===== config.mk =====
export PLATFORM = sky130hd
export DESIGN_NAME = flag_branch_unit
export DESIGN_NICKNAME = d
export VERILOG_FILES = /design/src/rtl/flag_branch_unit.sv
export SDC_FILE = /design/constraint.sdc
export NUM_CORES = 1
export LEC_CHECK = 0
export ABC_AREA = 1
export CAP_MARGIN = 20
export CORE_MARGIN = 3
export CORE_UTILIZATION = 50
export DETAILED_ROUTE_END_ITERATION = 7
export PLACE_DENSITY_LB_ADDON = 0.25
export SKIP_LAST_GASP = 1
export SLEW_MARGIN = 20
export SYNTH_ARGS = -nofsm -noshare
export SYNTH_HDL_FRONTEND = slang
export SYNTH_SLANG_ARGS = --single-unit

===== constraint.sdc =====
create_clock -name clk -period 1.7 [get_ports clk]
set_input_delay 0.51 -clock clk [delete_from_list [all_inputs] [get_ports clk]]
set_output_delay 0.51 -clock clk [all_outputs]
set_load 0.05 [all_outputs]

===== src/rtl/flag_branch_unit.sv =====
// Flag register plus conditional branch resolver; one result per accepted branch.
// Latency: 1 cycle from acceptance to res_valid.
// Backpressure: br_ready drops while a flag write is in flight this cycle.
module flag_branch_unit (
    input  logic        clk,
    input  logic        rst_n,
    input  logic        flag_v,
    input  logic        flag_n,
    input  logic        flag_z,
    input  logic        wr_all,
    input  logic        wr_z,
    input  logic        br_valid,
    input  logic [2:0]  br_cond,
    input  logic [15:0] br_pc,
    input  logic [8:0]  br_off,
    input  logic        flush,
    output logic        br_ready,
    output logic        res_valid,
    output logic        taken,
    output logic [15:0] next_pc,
    output logic [2:0]  flags
);
    typedef enum logic [2:0] {
        C_NEQ = 3'b000, C_EQ  = 3'b001, C_GT   = 3'b010, C_LT     = 3'b011,
        C_GTE = 3'b100, C_LTE = 3'b101, C_OVFL = 3'b110, C_UNCOND = 3'b111
    } cond_e;

    logic        z_q, v_q, n_q;
    logic        z_d, v_d, n_d;
    logic        res_valid_q, res_valid_d;
    logic        taken_q, taken_d;
    logic [15:0] next_pc_q, next_pc_d;
    logic        cond_met;
    logic        accept;
    logic [15:0] seq_pc;
    logic [15:0] tgt_pc;

    // A flag write this cycle makes the registered flags stale for a branch.
    assign br_ready = ~(wr_all | wr_z);
    assign accept   = br_valid & br_ready;

    always_comb begin
        cond_met = 1'b0;
        case (cond_e'(br_cond))
            C_NEQ:    cond_met = ~z_q;
            C_EQ:     cond_met = z_q;
            C_GT:     cond_met = ~z_q & ~n_q;
            C_LT:     cond_met = n_q;
            C_GTE:    cond_met = z_q | ~n_q;
            C_LTE:    cond_met = z_q | n_q;
            C_OVFL:   cond_met = v_q;
            C_UNCOND: cond_met = 1'b1;
            default:  cond_met = 1'b0;
        endcase
    end

    assign seq_pc = br_pc + 16'd1;
    assign tgt_pc = seq_pc + {{7{br_off[8]}}, br_off};

    always_comb begin
        z_d = z_q;
        v_d = v_q;
        n_d = n_q;
        if (wr_all) begin
            z_d = flag_z;
            v_d = flag_v;
            n_d = flag_n;
        end else if (wr_z) begin
            z_d = flag_z;
        end
    end

    // A flushed acceptance is discarded entirely, so taken/next_pc hold too.
    always_comb begin
        res_valid_d = accept & ~flush;
        taken_d     = taken_q;
        next_pc_d   = next_pc_q;
        if (accept && !flush) begin
            taken_d   = cond_met;
            next_pc_d = cond_met ? tgt_pc : seq_pc;
        end
    end

    always_ff @(posedge clk or negedge rst_n) begin
        if (!rst_n) begin
            z_q         <= 1'b0;
            v_q         <= 1'b0;
            n_q         <= 1'b0;
            res_valid_q <= 1'b0;
            taken_q     <= 1'b0;
            next_pc_q   <= 16'h0000;
        end else begin
            z_q         <= z_d;
            v_q         <= v_d;
            n_q         <= n_d;
            res_valid_q <= res_valid_d;
            taken_q     <= taken_d;
            next_pc_q   <= next_pc_d;
        end
    end

    assign res_valid = res_valid_q;
    assign taken     = taken_q;
    assign next_pc   = next_pc_q;
    assign flags     = {z_q, v_q, n_q};
endmodule


==> results of run 1 <==
-- kinds of logic after synthesis --
group                    count (synthesis)
adder cells (fa/ha/maj)                 21
XOR/XNOR                                13
AND/OR/NAND/NOR                        198
buffers and inverters                   58
AO/OA/AOI/OAI                           52
multiplexers                             1
flip-flops                              21
-- through the flow --
stage | TNS, ns | instances
after detailed placement | -20.16 | 531
after floorplan | -5.30 | 364
after global placement | -18.29 | 531
==> results.yml, run 1 <==
synth:
  synthTopCellsByCount: "nand2_1, inv_1, nor2_1"
  ys.flop_type: "dfrtp_1"
  yosys.area_share.xor_xnor_pct: 4.91
  synth-seq-cells: 21
  synthSimpleGateAreaFrac_pct: 37.7
  yosys.area.top_type: "dfrtp_1"
  synth_cell_types: 31
  syn_area_per_cell_um2: 6.37
  async_flop_share_pct: 100
  syn_inst: 364
  yosysMostFrequentCell: "nand2_1"
  yosysSeqAreaShare_pct: 22.7
  synth_compound_area_share_pct: 12.3
  synth_edf_count: 0
  synth_mux_area_share_pct: 0.486
  synth_top_family_by_area: "simple AND/OR/NAND/NOR gates"
  ys_warn_count: 0
  syn_nets: 422
  syn_area_um2: 2320
  synth_top_area_share_pct: 22.7
  ys_top_cells_by_area: "dfrtp_1, nand2_1, ha_1"
  synth_fa_ha_area_share_pct: 11.7
placement:
  placed_cell_area_um2: 3840
  dp_hpwl_mm: 6.94
  io_buffers: 58
  dp_slack_ns: -1.65
  gp_congestion: 1.14
status:
  stop_error: "[ERROR DPL-0038] Utilization greater than 100%, impossible to legalize"
  outcome: "did not finish"
  lastStage: "4_1_cts"
floorplan:
  start_util_pct: 52.5
  die_y_um: 74.1
  die_width_um: 74.1
  std_cell_rows: 24
  ios: 59
clock_tree:
  cts_hold_buf: 0
  htreeDepth: 1
  post_cts_buffers: 29
  cts_buffers: 3
  cts_sinks: 21
  root_buffer: "clkbuf_8"
  ctsResizeCount: 160
  clockBufferDepth: 2
==> run 2: changes to the inputs <==
--- a/config.mk
+++ b/config.mk
@@ -8,9 +8,9 @@
 export ABC_AREA = 1
 export CAP_MARGIN = 20
 export CORE_MARGIN = 3
-export CORE_UTILIZATION = 50
+export CORE_UTILIZATION = 40
 export DETAILED_ROUTE_END_ITERATION = 7
-export PLACE_DENSITY_LB_ADDON = 0.25
+export PLACE_DENSITY_LB_ADDON = 0.15
 export SKIP_LAST_GASP = 1
 export SLEW_MARGIN = 20
 export SYNTH_ARGS = -nofsm -noshare
==> run 2 against run 1 <==
- the flow now finishes, with violations (negative setup slack)
- synthesized cell count unchanged
- synthesized area unchanged
==> results.yml, run 2 <==
global_route:
  grt_antenna_before_repair: 0
  grt_overflow: 0
  grt_pass1_vias: 3107
  grt_usage_pct: 28.4
  grt_pass1_wl_mm: 14.6
  grt_max_degree: 22
worst_setup_path:
  worstPathArrival_ns: 2.59
  worstPathRequired_ns: 1.88
  r2r-end: "next_pc[12]"
  crit_chain: "buf_8 > ha_4 > nand2_4 > nor2_4 > nand4_1 > xor2_1 > inv_2 > ha_4 > nand2_4 > inv_4 > a21oi_4 > nor2_2 > nor2_2 > nand2_1 > nand2_1 > nand3_2 > nand3_2 > nand2_1"
  crit_slowest_cell: "ha_4"
  slowest_delay_ns: 0.27
  r2r_cells: 10
  crit_top_cell: "nand2_1"
  startpoint_type: "input pin"
  r2r_slack_ns: 0.10
  crit_fanout: 4
  worstSetupPathType: "input pin to register"
  crit_path_end_kind: "register"
  worstReg2RegStart: "z_q"
synth:
  yosys.area.top_type: "dfrtp_1"
  syn_area_um2: 2320
  synth_cell_types: 31
  ys.flop_type: "dfrtp_1"
  yosysMostFrequentCell: "nand2_1"
  yosysSeqAreaShare_pct: 22.7
  ys_warn_count: 0
  synth_top_area_share_pct: 22.7
  syn_nets: 422
  syn_inst: 364
  synthTopCellsByCount: "nand2_1, inv_1, nor2_1"
  ys_top_cells_by_area: "dfrtp_1, nand2_1, ha_1"
  synth_edf_count: 0
  synth-seq-cells: 21
  syn_area_per_cell_um2: 6.37
  async_flop_share_pct: 100
hold_path:
  hp-class: "register to register"
  holdCritStartpoint: "taken"
  min_path_cells: 2
  holdPathEnd: "taken"
final_layout:
  drive_gt1_share_pct: 53.2
  largest_reg_flops: 16
  fin_util_pct: 82.9
  syn_to_final_growth_pct: 99.4
  final_nets: 561
  fin_area_um2: 4620
  final_common_cell: "nand2_1"
  antenna_cells: 0
  fillCellCount: 304
  mostFrequentLayoutCells: "nand2_1, buf_4, inv_1"
placement:
  placed_cell_area_um2: 3850
  gp_congestion: 0.912
  dp_hpwl_mm: 6.32
  io_buffers: 58
  dp_slack_ns: -1.53
detailed_routing:
  drtPass1Iterations: 5
  vias_per_cell: 5.56
  ant_nets: 0
  drc: 0
  avgRoutedWirePerCell_um: 18.1
  totalWireLength_mm: 10.4
  via_count: 3194
  drt_iter0_markers: 258
floorplan:
  die_width_um: 82.1
  start_util_pct: 41.6
  std_cell_rows: 27
  ios: 59
  core_um2: 5570
  dieArea_um2: 6750
  die_y_um: 82.1
sta:
  max_freq_ghz: 0.414
  fin_tns_setup_ns: -7.33
  tightest_slew_ns: 0.293
  hold_viol: 0
  slew_viol_final: 0
  period_share_pct: 142
  worst_slack_ns: -0.714
  finClkSkew_ns: 0.00898
  grt_setup_unrepaired: "yes"
  post-route-min-period_ns: 2.41
  finalSetupViolCount: 14
  relSlewSlack_pct: 80.3
power_and_ir_drop:
  power_density_nw_per_um2: 720
  ir_drop_uv: 510
  leakage_nw: 2.23
status:
  violations: "negative setup slack"
  outcome: "finished, violations left"
clock_tree:
  cts_tree: "done"
  htreeDepth: 1
  clockBufferDepth: 2
  clkTransAtPathRegs_ns: 0.09
  cts_sinks: 21
  root_buffer: "clkbuf_8"
  cts_buffers: 3
  insertion_delay_ns: 0.28
flow_run:
  maxCapViolCount: 0
run 2: what timing repair did:
action / in CTS / in global routing
setup buffers: 13 / 9
pin swaps: 62 / 56
gates resized for setup: 137 / 55
setup endpoints to repair: 18 / 18
hold buffers: 0 / 0
run 2: worst max path at each step:
stage             start           to  slack [ns]  cells past startpoint
5_1_grt        br_pc[1]  next_pc[15]       -0.80                     21
2_1_floorplan  br_pc[1]  next_pc[14]       -0.54                     16
4_1_cts        br_pc[0]  next_pc[13]       -0.54                     18
6_report       br_pc[1]  next_pc[13]       -0.71                     18
3_3_place_gp   br_pc[1]  next_pc[14]       -1.46                     19
3_5_place_dp   br_pc[1]  next_pc[14]       -1.53                     19
run 2: critical path: cells and delay by family:
kind                       cells  cell delay, ns
and+or+nand+nor               11            1.03
buffers and inverters          3            0.22
xor gates and xnor gates       1            0.25
AOI/OAI and AO/OA              1            0.17
adders and majority gates      2            0.41
run 2: area by class of cell:
cell class / count / area (um^2) / share of cell area, %
inverters: 50 / 193 / 4.17
multi-input cells: 285 / 2310 / 49.9
clock buffers: 3 / 41.3 / 0.893
clock inverters: 1 / 5.00 / 0.108
repair buffers: 142 / 1460 / 31.6
flip-flops and latches: 21 / 526 / 11.4
well taps: 72 / 90.1 / 1.95
run 2: cells by family after synthesis:
family | synth area share [%]
compound gates | 12.3
xor+xnor | 4.91
fa+ha+maj | 11.7
buf+inv | 10.3
flops | 22.7
mux | 0.486
simple gates | 37.7
run 2: metal layers:
metal	up-vias	part of all wire, %	global-route usage, %
met2	201	51	50.3
met4	0	3.9	12.5
met5	-	0	0
met1	1517	37	33.7
li1	1425	-	-
met3	51	8.2	4.23
run 2: stage by stage:
stage / hold WS, ns / std cells / power (mW)
after floorplan: 0.214 / 364 / 1.63
after global placement: 0.514 / 549 / 2.55
after detailed placement: 0.533 / 549 / 2.59
after CTS: 0.554 / 566 / 3.11
after global routing: 0.581 / 574 / 3.46
final: 0.557 / 574 / 3.33
run 2: power by group:
part	total (mW)	internal, mW	switching, mW
registers	0.749	0.610	0.139
logic	2.21	1.04	1.17
clock network	0.368	0.165	0.203
Note: power is estimated with default switching activity, not from simulation.
